===== config.mk =====
export PLATFORM = sky130hd
export DESIGN_NAME = aes_round_seq
export DESIGN_NICKNAME = d
export VERILOG_FILES = /design/src/rtl/aes_round_seq.sv
export SDC_FILE = /design/constraint.sdc
export NUM_CORES = 1
export LEC_CHECK = 0
export BUFFER_PORTS_ARGS = -buffer_cell sky130_fd_sc_hd__buf_2
export CORE_AREA = 2 2 234 178
export CTS_BUF_LIST = sky130_fd_sc_hd__clkbuf_4 sky130_fd_sc_hd__clkbuf_8
export DETAILED_ROUTE_END_ITERATION = 6
export DIE_AREA = 0 0 236 180
export SLEW_MARGIN = 20
export SYNTH_ARGS = -nofsm -noshare
export SYNTH_HDL_FRONTEND = slang
export SYNTH_SLANG_ARGS = --single-unit
export TNS_END_PERCENT = 10

===== constraint.sdc =====
create_clock -name clk -period 4.4 [get_ports clk]
set_input_delay 0.44 -clock clk [delete_from_list [all_inputs] [get_ports clk]]
set_output_delay 0.44 -clock clk [all_outputs]
set_load 0.02 [all_outputs]

===== src/rtl/aes_round_seq.sv =====
// AES round sequencer: accepts a block, pulses the datapath load, steps the
// round counter 0..Nr under key-schedule flow control and holds the result
// until the consumer takes it.
module aes_round_seq #(
  parameter bit STALL_EN = 1'b1
) (
  input  logic         clk,
  input  logic         reset,
  input  logic         start,
  input  logic [1:0]   keysize,
  input  logic         dir,
  input  logic [127:0] in_data,
  input  logic         abort,
  input  logic         kx_valid,
  input  logic [127:0] dp_out,
  input  logic         out_ready,
  output logic         ready,
  output logic         err,
  output logic         dp_load,
  output logic [127:0] dp_in,
  output logic         dp_dir,
  output logic [3:0]   round,
  output logic         key_en,
  output logic         last,
  output logic         out_valid,
  output logic [127:0] out_data
);

  typedef enum logic [1:0] {StIdle, StLoad, StRound, StDone} state_e;

  state_e       state_q, state_d;
  logic [3:0]   round_q, round_d;
  logic [3:0]   nr_q, nr_d;
  logic         dir_q, dir_d;
  logic [127:0] din_q, din_d;
  logic [127:0] dout_q, dout_d;
  logic         err_q, err_d;
  logic         step;
  logic [3:0]   nr_req;

  // Round-key availability gates stepping only when stalls are enabled.
  assign step = STALL_EN ? kx_valid : 1'b1;

  // Final round index for the requested key size (reserved code never latched).
  always_comb begin
    nr_req = 4'd14;
    unique case (keysize)
      2'b00:   nr_req = 4'd10;
      2'b01:   nr_req = 4'd12;
      default: nr_req = 4'd14;
    endcase
  end

  // Next-state logic for the sequencer and its latched operands.
  always_comb begin
    state_d = state_q;
    round_d = round_q;
    nr_d    = nr_q;
    dir_d   = dir_q;
    din_d   = din_q;
    dout_d  = dout_q;
    err_d   = 1'b0;
    unique case (state_q)
      StIdle: begin
        if (start) begin
          if (keysize == 2'b11) begin
            err_d = 1'b1;
          end else begin
            nr_d    = nr_req;
            dir_d   = dir;
            din_d   = in_data;
            round_d = 4'd0;
            state_d = StLoad;
          end
        end
      end
      StLoad: begin
        if (abort) begin
          state_d = StIdle;
          round_d = 4'd0;
        end else begin
          state_d = StRound;
        end
      end
      StRound: begin
        // Abort takes priority over a simultaneous step.
        if (abort) begin
          state_d = StIdle;
          round_d = 4'd0;
        end else if (step) begin
          if (round_q == nr_q) begin
            dout_d  = dp_out;
            state_d = StDone;
          end else begin
            round_d = round_q + 4'd1;
          end
        end
      end
      StDone: begin
        if (out_ready) begin
          state_d = StIdle;
          round_d = 4'd0;
        end
      end
      default: begin
        state_d = StIdle;
        round_d = 4'd0;
      end
    endcase
  end

  // State and operand registers, cleared asynchronously.
  always_ff @(posedge clk or negedge reset) begin
    if (!reset) begin
      state_q <= StIdle;
      round_q <= 4'd0;
      nr_q    <= 4'd10;
      dir_q   <= 1'b0;
      din_q   <= '0;
      dout_q  <= '0;
      err_q   <= 1'b0;
    end else begin
      state_q <= state_d;
      round_q <= round_d;
      nr_q    <= nr_d;
      dir_q   <= dir_d;
      din_q   <= din_d;
      dout_q  <= dout_d;
      err_q   <= err_d;
    end
  end

  // Outputs decoded from registered state; key_en alone sees inputs.
  assign ready     = (state_q == StIdle);
  assign dp_load   = (state_q == StLoad);
  assign key_en    = (state_q == StRound) && step && !abort;
  assign last      = (state_q == StRound) && (round_q == nr_q);
  assign out_valid = (state_q == StDone);
  assign err       = err_q;
  assign dp_in     = din_q;
  assign dp_dir    = dir_q;
  assign round     = round_q;
  assign out_data  = dout_q;

endmodule


Yosys cells after proc, flatten, opt, wreduce, memory -nomap -nowiden
Index checks and enable logic that the tools add are counted.
Storage, ports and cells
  word-level logic and storage cells: 53
  bits of input ports: 265
  output and inout bits: 267
  flip-flop bits (word level): 268
Cells by class
  bitwise operators: 2
  reductions and logical operators: 10
  eq/ne operators: 13
  mux-type cells: 20
  add/sub/neg operators: 1
Operators by type and width (count)
  4-bit two-way mux: 7
  4-bit one-hot mux with 4 select lines: 1
  2-bit two-way mux: 7
  3-bit inequality test (second input constant): 3
  2-bit inequality test (second input constant): 4
  2-bit one-hot mux with 4 select lines: 1
  2-bit == test (second input constant): 3
  3-bit one-hot mux with 2 select lines: 1
  6-bit AND reduction: 1
  5-bit AND reduction: 1
  4-bit by 1-bit adder with 4-bit output (second input constant): 1
  2-bit by 1-bit == test with 1-bit output (second input constant): 2
  4-bit == test: 1
  2-bit logical NOT: 2
  4-bit AND reduction: 1
  1-bit logical AND: 3
  1-bit two-way mux: 3
  3-bit AND reduction: 1
  1-bit inverter: 2
  1-bit logical NOT: 1

Longest topological paths before layout
Gate-level depths: netlist of run 1.
  depth after elaboration: 5
  gate-level depth with buffers: 7
  mapped depth without buffers: 4

Worst setup path after synthesis of run 1
Ideal clock, no wire load.
  kind: register -> output
  from: register round_q[1], in the netlist round[1]
  to: output port last
  data arrival time: 1.542 ns
  required time: 3.960 ns
  buffers on the path: 0
  path slack: 2.418 ns
  cell stages (with the launch flop): 4
  cells stage by stage: dfrtp_1 -> xor2_1 -> or3_1 -> nor3_1
On the way
  cells in the longest elaborated chain, start to end: 2
RTL lines
  from (decl): RTL line 32  | logic [3:0] round_q, round_d;
  from (signal assigned): RTL line 124  | round_q <= round_d;
  4-bit == test: RTL line 137  | assign last = (state_q == StRound) && (round_q == nr_q);
  1-bit logical AND: RTL line 137
  to (decl): RTL line 24  | output logic last,
Every way passes these cells.

Final worst setup path of run 1
  from: register nr_q[1]
  to: register dout_q[107], in the netlist out_data[107]
On the way
  cells in the longest elaborated chain, start to end: 2
RTL lines
  from (decl): RTL line 33  | logic [3:0] nr_q, nr_d;
  from (signal assigned): RTL line 125  | nr_q <= nr_d;
  4-bit == test: RTL line 91  | if (round_q == nr_q) begin
  4-bit AND reduction (no source line)
  to (signal assigned): RTL line 128  | dout_q <= dout_d;
  to (decl): RTL line 36  | logic [127:0] dout_q, dout_d;
Every way passes these cells.
A chain may end at the register's enable or synchronous reset.

==> results of run 1 <==
==> registers in the layout, indices dropped and copies added, names as in the netlist <==
| register | cells |
|---|---|
| dp_dir | 1 |
| state_q | 2 |
| err | 1 |
| round | 4 |
| out_data | 128 |
| nr_q | 2 |
| dp_in | 128 |
==> critical path: cells and delay by family, from the launching register on <==
kind	cells	cell delay, ns
mux	1	0.36
buf+inv	1	0.45
xor+xnor	1	0.09
flops	1	0.53
simple gates	2	1.11
==> power groups by stage <==
stage	logic (mW)	registers (mW)	clock network [mW]
after floorplan	0.912	4.17	0
after global placement	2.66	3.41	0
after detailed placement	2.69	3.44	0
after CTS	2.69	3.41	2.30
after global routing	2.81	3.49	2.43
final	2.65	3.41	2.21
==> cells in the mapped netlist, types with 2 or more instances <==
cell / n / area [um^2]
a21o_1: 3 / 22.5
a21oi_1: 2 / 10.0
buf_12: 11 / 220
buf_2: 5 / 25.0
buf_6: 13 / 146
dfrtp_1: 265 / 6630
inv_1: 2 / 7.51
mux2_2: 138 / 1550
mux2_4: 120 / 1800
nand2_1: 3 / 11.3
nand3_1: 2 / 10.0
nor2_1: 2 / 7.51
nor2b_1: 3 / 18.8
nor3_1: 3 / 15.0
nor3b_1: 3 / 22.5
o21ai_0: 3 / 15.0
xor2_1: 2 / 17.5
==> kinds of logic (layout without fill, tap and decap cells) <==
| logic type | after synthesis | after routing | share of synthesized area (%) |
|---|---|---|---|
| adders and majority gates | 1 | 1 | 0.117 |
| buffers and inverters | 33 | 612 | 3.83 |
| other | 0 | 1 | 0 |
| muxes | 259 | 259 | 31.4 |
| and+or+nand+nor | 23 | 23 | 1.40 |
| DFF | 266 | 266 | 62.1 |
| AOI/OAI and AO/OA | 14 | 14 | 0.910 |
| xor gates and xnor gates | 3 | 3 | 0.245 |
==> layer usage <==
metal | routed length, um | share of wire (%) | vias to the layer above
met5 | 16 | 0.055 | -
met2 | 14200 | 49 | 270
met4 | 746 | 2.6 | 2
li1 | - | - | 3224
met3 | 2110 | 7.2 | 65
met1 | 12100 | 41 | 3570
==> worst min path at each step <==
stage / startpoint / end / slack [ns] / cells after the start
CTS: keysize[0] / nr_q[1] / 0.02 / 2
global route: dp_out[10] / out_data[10] / 0.05 / 2
floorplan: reset / dp_dir / 0.14 / 0
global placement: dp_in[34] / dp_in[34] / 0.48 / 1
finish: keysize[0] / nr_q[1] / 0.09 / 2
detailed placement: out_data[92] / out_data[92] / 0.49 / 1
==> through the flow <==
| step | setup WS [ns] | instances | hold slack (ns) |
|---|---|---|---|
| global route | 1.49 | 1707 | 0.0482 |
| CTS | 1.60 | 1706 | 0.0172 |
| global placement | 1.72 | 1633 | 0.483 |
| floorplan | 2.42 | 599 | 0.144 |
| detailed placement | 1.63 | 1633 | 0.486 |
| finish | 1.62 | 1707 | 0.0897 |
==> area by class of cell <==
cell class              instances  area share [%]
multi-input cells             300            25.1
well taps                     528            4.51
diodes                          1          0.0171
clock buffers                  69            5.88
clock inverters                 3           0.137
inverters                       3          0.0768
flip-flops and latches        266            45.4
repair buffers                537            18.9
==> repair_timing <==
action                                  4_1_cts  5_1_grt
endpoints found under the setup margin        0        0
hold buffers                                  1        0
hold endpoints to repair                    104        0
==> impl_metrics.yaml, run 1 <==
power:
  vdd_drop_max_uv: 378
  p_sw_share_pct: 34.4
  p_int_mw: 5.43
  p_per_area_mw_per_mm2: 565
  p_switching_mw: 2.85
  p_clk_share_pct: 26.7
  sequentialPowerShare_pct: 41.2
  p_leak_nw: 8.16
  combinationalPowerShare_pct: 32.1
  power_mw: 8.27
layout:
  utilization_pct: 36.4
  layout-drive-gt1-share_pct: 74.1
  final_cell_mix: "buf_2 (530), dfrtp_1 (265), mux2_2 (138), mux2_4 (120), clkbuf_8 (55)"
  seqCellArea_mm2: 0.00666
  nFillCells: 3923
  nNetsFinal: 1418
  multiInputGateArea_mm2: 0.00368
  syn_to_final_growth_pct: 36.7
  fin_area_mm2: 0.0147
  final_common_cell: "buf_2"
route:
  ant_nets: 0
  drt_iter0_markers: 269
  num_vias: 7131
  drt_pass1_iterations: 4
  drt-vias-per-instance: 4.18
  wl_per_cell_um: 17.1
  drcViolationCount: 0
  finalWirelength_um: 29100
global_routing:
  met3_usage_pct: 4.25
  overflow: 0
  grt_pass1_wl_um: 45200
  grt_pass1_vias: 7607
  grt_use_met2_pct: 22.0
  antenna_found_initial: 2
  globalRoute.busiestLayer: "met2"
  grt_max_degree: 108
  met1_usage_pct: 16.6
  track_usage_pct: 13.4
sta:
  hold_violations: 0
  final.setup.tns_ns: 0
  min_period_ns: 2.78
  slew_headroom_pct: 44.1
  fmax_mhz: 360
  report.final.slew_viol_count: 0
  finalSetupViolations: 0
  period_share_pct: 63.2
  rsz0062_at_grt: "false"
  worstMarginPinSlew_ns: 0.838
  finClkSkew_ns: 0.0124
clock_tree:
  cts_setup_buffers: 0
  cts_made_buffers: 44
  cts_resized: 0
  worstSkewPairLatency_ns: 0.55
  clk_pin_slew_ns: 0.06
  cts_root_buf: "clkbuf_8"
  htreeDepth: 2
  cts.path.max_buffers: 3
  clock-sinks: 266
  cts_tree: "done"
setup_path:
  crit_path_cell_trace: "xor2_1 > nor3_1 > nand2_8 > buf_12 > mux2_4"
  r2r_end: "out_data[107]"
  critPathMaxFanout: 75
  endpoint_kind: "register"
  r2r_start: "nr_q[1]"
  critPathKind: "register to register"
  required_ns: 4.82
  rrSetupSlack_ns: 1.62
  reg2reg_depth: 5
  crit_arrival_ns: 3.20
  cp_slowest_cell: "nor3_1"
  crit_path_start: "nr_q[1]"
  slowest_delay_ns: 0.59
  worst_setup_path_start_kind: "register"
  cp-endpoint: "out_data[107]"
synthesis:
  ys.flop_type: "dfrtp_1"
  ys_warn_count: 0
  yosysUniqueCellTypes: 36
  ys_ff_latch: 266
  postSynthCellCount: 599
  async_reset_ff_share_pct: 100
  synth_area_mm2: 0.0107
  synth_edf_count: 0
  yosysSeqAreaShare_pct: 62.1
  syn_nets: 865
  syn_avg_cell_area_um2: 17.9
die:
  dieArea_mm2: 0.0425
  core_area_mm2: 0.0403
  fp.dieW_um: 236
  start_util_pct: 26.6
  rows: 64
  die_h_um: 180
  io_pins: 532
outcome:
  status: "finished, final reports clean"
placed_design:
  gp_congestion: 0.817
  placed_area_mm2: 0.0138
  dp_hpwl_um: 21400
  portBuffers: 531
run:
  drv_cap: 0
hold_path:
  hp-class: "primary input to register"
Power figures use the tool's default switching activity.
==> run 2: changes to the inputs <==
Clock period 4.4 ns to 2.3 ns, I/O delays scaled along.
==> run 2 against run 1 <==
Effect of this change: non-clock buffer count is 289 higher; via count is 18% higher; combinational power is 110% higher; final area is 21% higher; first-iteration DRC count is 5.6% higher; die area stayed put; worst setup slack worse by 1.5 ns; clock power is 110% higher; sequential share of layout area is 7.8 points lower; sequential power is 91% higher; largest power group unchanged; highest routed layer is now met4.
==> impl_metrics.yaml, run 2 (same netlist as run 1, synthesis figures left out) <==
die:
  core_area_mm2: 0.0403
  dieArea_mm2: 0.0425
  rows: 64
  die_h_um: 180
  fp.dieW_um: 236
  start_util_pct: 26.6
  io_pins: 532
global_routing:
  track_usage_pct: 15.8
  globalRoute.busiestLayer: "met2"
  met3_usage_pct: 4.07
  antenna_found_initial: 0
  grt_max_degree: 78
  overflow: 0
  grt_pass1_wl_um: 53700
  grt_pass1_vias: 9467
  grt_use_met2_pct: 28.1
  met1_usage_pct: 18.6
layout:
  nNetsFinal: 1708
  syn_to_final_growth_pct: 65.1
  fin_area_mm2: 0.0177
  layout-drive-gt1-share_pct: 61.9
  final_cell_mix: "buf_2 (529), dfrtp_1 (265), dlygate4sd3_1 (264), mux2_2 (138), mux2_4 (120)"
  nFillCells: 3608
  utilization_pct: 44.0
  instances_no_fill: 2006
  seqCellArea_mm2: 0.00666
  multiInputGateArea_mm2: 0.00371
  final_common_cell: "buf_2"
  antenna_cells: 0
setup_path:
  crit_arrival_ns: 1.97
  required_ns: 2.07
  worst_setup_path_start_kind: "register"
  crit_family: "simple AND/OR/NAND/NOR gates"
  slowest_delay_ns: 0.55
  crit_path_cell_trace: "xor2_2 > or3_4 > nor3_4 > buf_6"
  critPathKind: "register to output pin"
  crit_buf_inv: 1
  endpoint_kind: "output pin"
  cp_slowest_cell: "dfstp_2"
  critPathMaxFanout: 3
sta:
  min_period_ns: 2.20
  worstMarginPinSlew_ns: 0.693
  rsz0062_at_grt: "true"
  period_share_pct: 95.8
  finalSetupViolations: 0
  fmax_mhz: 454
  whs_ns: 0.129
  slew_headroom_pct: 53.8
  finClkSkew_ns: 0.0388
  report.final.slew_viol_count: 0
  hold_violations: 0
power:
  combinationalPowerShare_pct: 33.6
  p_switching_mw: 5.73
  p_sw_share_pct: 34.1
  p_per_area_mw_per_mm2: 951
  sequentialPowerShare_pct: 38.8
  p_leak_nw: 9.49
  vdd_drop_max_uv: 772
  p_clk_share_pct: 27.7
  p_int_mw: 11.1
placed_design:
  dpl.cell_count: 1658
  placed_area_mm2: 0.0140
  gp_congestion: 0.827
  dp_hpwl_um: 22600
  portBuffers: 531
hold_path:
  hp-class: "primary input to register"
clock_tree:
  htreeDepth: 2
  clk_pin_slew_ns: 0.07
  clock-sinks: 266
  cts_root_buf: "clkbuf_8"
  cts_made_buffers: 45
  worstSkewPairLatency_ns: 0.57
  cts_tree: "done"
  cts.path.max_buffers: 3
outcome:
  status: "finished, final reports clean"
route:
  wl_per_cell_um: 17.2
  ant_nets: 0
  drt_iter0_markers: 284
  drcViolationCount: 0
  finalWirelength_um: 34400
  num_vias: 8392
  drt_pass1_iterations: 4
  drt-vias-per-instance: 4.18
run:
  drv_cap: 0
run 2: worst register-to-register path, cell delays in order, from the launching register on:
cell	delay, ns
dfstp_2	0.55
xor2_2	0.09
nor3_2	0.41
nand2_8	0.25
buf_4	0.32
mux2_4	0.34
run 2: final timing paths:
check / start / to / slack, ns / cells past startpoint
setup / recovery: nr_q[1] / last / 0.1 / 4
hold / removal: abort / state_q[0] / 0.13 / 4
setup reg to reg: nr_q[1] / out_data[67] / 0.22 / 5
hold reg to reg: out_data[127] / out_data[127] / 0.50 / 1
max in group asynchronous: reset / nr_q[1] / 1.25 / 3
min in group asynchronous: reset / dp_in[88] / 0.28 / 2
run 2: power by group through the flow:
stage / sequential, mW / combinational (mW) / clock [mW]
5_1_grt: 6.69 / 5.96 / 5.03
3_3_place_gp: 6.52 / 5.20 / 0
4_1_cts: 6.50 / 5.65 / 4.82
6_report: 6.53 / 5.65 / 4.65
2_1_floorplan: 7.99 / 1.75 / 0
3_5_place_dp: 6.55 / 5.26 / 0
run 2: layout make-up:
class                           count  share of cell area (%)
Timing Repair Buffer              826                    32.0
Clock buffer                       75                    5.27
Clock inverter                      8                   0.396
Inverter                            3                  0.0636
Sequential cell                   266                    37.6
Tap cell                          528                    3.73
Multi-Input combinational cell    300                    21.0
run 2: timing repair:
action / CTS / global route
endpoints found under the setup margin: 64 / 52
hold endpoints to repair: 330 / 0
gates resized for setup: 3 / 5
pin swaps: 0 / 4
hold buffers: 264 / 0
setup buffers: 0 / 1
run 2: metrics by stage:
step | setup TNS (ns) | total power, mW | setup WS (ns)
2_1_floorplan | 0 | 9.73 | 0.462
3_3_place_gp | -0.0487 | 11.7 | -0.00363
3_5_place_dp | -0.454 | 11.8 | -0.0296
4_1_cts | 0 | 17.0 | 0.00457
5_1_grt | -0.0421 | 17.7 | -0.0421
6_report | 0 | 16.8 | 0.0956
run 2: metal layers:
metal,vias to the layer above,wire (um)
li1,3806,-
met1,4214,13900
met2,296,17600
met3,76,2020
met4,0,904
met5,-,0
==> run 3: changes to the inputs <==
--- a/config.mk
+++ b/config.mk
@@ -7,7 +7,9 @@
 export LEC_CHECK = 0
+export ABC_AREA = 1
 export BUFFER_PORTS_ARGS = -buffer_cell sky130_fd_sc_hd__buf_2
-export CORE_AREA = 2 2 234 178
+export CAP_MARGIN = 20
+export CORE_AREA = 2 2 233 178
 export CTS_BUF_LIST = sky130_fd_sc_hd__clkbuf_4 sky130_fd_sc_hd__clkbuf_8
 export DETAILED_ROUTE_END_ITERATION = 6
-export DIE_AREA = 0 0 236 180
+export DIE_AREA = 0 0 235 180
 export SLEW_MARGIN = 20
==> constraint.sdc (replaced) <==
create_clock -name clk -period 2.3 [get_ports clk]
set_input_delay 0 -clock clk [delete_from_list [all_inputs] [get_ports clk]]
set_output_delay 0 -clock clk [all_outputs]
set_load 0.02 [all_outputs]
==> run 3 against run 2 <==
Effect of this change: sequential share of layout area is 0.39 points higher; cell count is 27% higher; worst setup slack improved by 0.15 ns; total power is 0.24% lower; first-iteration DRC count is 65% higher; final area down 1.0%; utilization fell by 0.28 points; clock skew shrank 0.018 ns; clock-buffer cell count increased by 5; fmax rose by 7.3%; hold slack got worse by 0.12 ns; flip-flop and latch count did not move; highest routed layer unchanged.
==> impl_metrics.yaml, run 3 <==
sta:
  min_period_ns: 2.06
  whs_ns: 0.00902
  fmax_mhz: 487
  final.setup.tns_ns: 0
  worstMarginPinSlew_ns: 0.599
  finClkSkew_ns: 0.0208
  period_share_pct: 89.4
  rsz0062_at_grt: "false"
  timing.final.ws_setup_ns: 0.245
  report.final.slew_viol_count: 0
  slew_headroom_pct: 60.1
  hold_violations: 0
  finalSetupViolations: 0
setup_path:
  crit_arrival_ns: 2.54
  critPathMostFrequentCell: "nor2_4"
  critPathKind: "register to register"
  crit_path_cell_trace: "nor2_4 > nand2_2 > nor2_4 > buf_12 > o22ai_1 > dlygate4sd3_1"
  required_ns: 2.78
  crit_buf_inv: 2
  endpoint_kind: "register"
  crit_family: "buffers and inverters"
  worst_setup_path_start_kind: "register"
  critPathMaxFanout: 92
  slowest_delay_ns: 0.57
  cp_slowest_cell: "dlygate4sd3_1"
global_routing:
  antenna_found_initial: 3
  grt_pass1_wl_um: 58100
  overflow: 0
  grt_pass1_vias: 11100
  track_usage_pct: 16.7
  grt_max_degree: 130
route:
  drt_iter0_markers: 470
  num_vias: 10600
  drt-met1-wl_um: 14400
  drt_pass1_iterations: 5
  drcViolationCount: 0
  top_layer: "met4"
  dr_wl_met2_um: 17800
  wl_per_cell_um: 14.2
  ant_nets: 0
  dr_wl_met3_um: 2290
  finalWirelength_um: 36100
  drt-vias-per-instance: 4.16
die:
  fp.dieW_um: 235
  rows: 64
  io_pins: 532
  start_util_pct: 26.7
  die_h_um: 180
  core_area_mm2: 0.0401
  dieArea_mm2: 0.0423
synthesis:
  synth_top_area_share_pct: 62.0
  postSynthCellCount: 1178
  async_reset_ff_share_pct: 100
  syn_nets: 1444
  ys_top_cells_by_area: "dfrtp_1 (62%), nand2_1 (19%), inv_1 (5.0%)"
  yosysMostFrequentCell: "nand2_1"
  synth_top_area_cell: "dfrtp_1"
  syn_avg_cell_area_um2: 9.09
  yosysUniqueCellTypes: 25
  synth_edf_count: 0
  ys.flop_type: "dfrtp_1"
  ys_warn_count: 0
  synth_area_mm2: 0.0107
  ys_ff_latch: 266
  yosysSeqAreaShare_pct: 62.2
  ys_top_cells_by_count: "nand2_1 (546), dfrtp_1 (265), inv_1 (142)"
layout:
  nNetsFinal: 2248
  final_common_cell: "nand2_1"
  syn_to_final_growth_pct: 63.7
  fin_area_mm2: 0.0175
  final_cell_mix: "nand2_1 (546), buf_2 (530), dlygate4sd3_1 (266), dfrtp_1 (265), inv_1 (142)"
  utilization_pct: 43.7
  instances_no_fill: 2551
  nFillCells: 3823
  layout-drive-gt1-share_pct: 32.8
power:
  p_per_area_mw_per_mm2: 958
  vdd_drop_max_uv: 609
  p_leak_nw: 10.0
  power_mw: 16.8
clock_tree:
  htreeDepth: 2
  cts_resized: 0
  worstSkewPairLatency_ns: 0.57
  cts_made_buffers: 46
  clk_pin_slew_ns: 0.07
  cts_setup_buffers: 0
  clock-sinks: 266
  cts.path.max_buffers: 3
  cts_tree: "done"
  cts_root_buf: "clkbuf_8"
outcome:
  status: "finished, final reports clean"
placed_design:
  dpl.cell_count: 2196
  gp_congestion: 0.868
  portBuffers: 531
  dp_hpwl_um: 23300
  placed_area_mm2: 0.0138
  dp_slack_ns: 0.485
hold_path:
  hp-class: "primary input to async pin"
run:
  drv_cap: 0
## run 3: repair_timing
item	CTS	global route
hold buffers	266	0
hold endpoints to repair	531	0
endpoints found under the setup margin	0	0
## run 3: cells by family (layout without fill, tap and decap cells)
| kind of cell | Yosys count | in the layout | synth area share, % |
|---|---|---|---|
| AOI/OAI and AO/OA | 134 | 134 | 7.00 |
| xor gates and xnor gates | 1 | 1 | 0.0818 |
| adders and majority gates | 1 | 1 | 0.117 |
| buffers and inverters | 201 | 1043 | 9.68 |
| DFF | 266 | 266 | 62.2 |
| other | 0 | 3 | 0 |
| and+or+nand+nor | 575 | 575 | 20.9 |
## run 3: power by group
part | internal [mW] | leakage, nW | switching, mW
combinational | 1.90 | 5.96 | 3.53
clock | 2.93 | 0.577 | 2.01
sequential | 5.81 | 3.51 | 0.611
## run 3: worst register-to-register path: stages (launching register included)
cell and delay [ns]:
dfrtp_1 0.49, nor2_4 0.18, nand2_2 0.10, nor2_4 0.18, buf_12 0.33, o22ai_1 0.13
dlygate4sd3_1 0.57
## run 3: worst paths after layout
path                                 start  cells past startpoint           end  slack, ns
worst max-delay path            state_q[1]                      6       nr_q[1]       0.24
min in group clk                  kx_valid                      5  out_data[23]       0.09
worst max register to register  state_q[1]                      6       nr_q[1]       0.24
worst min register to register   dp_in[61]                      2     dp_in[61]       0.46
max in group asynchronous            reset                      3       nr_q[1]       1.53
worst min-delay path                 reset                      2  out_data[16]      0.009
## run 3: metal layers
layer / vias up / global-route usage (%)
met5: - / 0
met1: 4937 / 19.9
li1: 5163 / -
met3: 123 / 4.12
met4: 0 / 8.25
met2: 388 / 28.1
## run 3: final cells by class
type	instances	area [um^2]	share of cell area, %
antenna	3	7.51	0.0429
clock buffer	80	1030	5.89
clock inverter	6	57.6	0.329
inverter	144	543	3.10
multi-input combinational	711	3010	17.2
sequential	266	6660	38.0
tap	528	661	3.77
timing repair buffer	813	5550	31.7
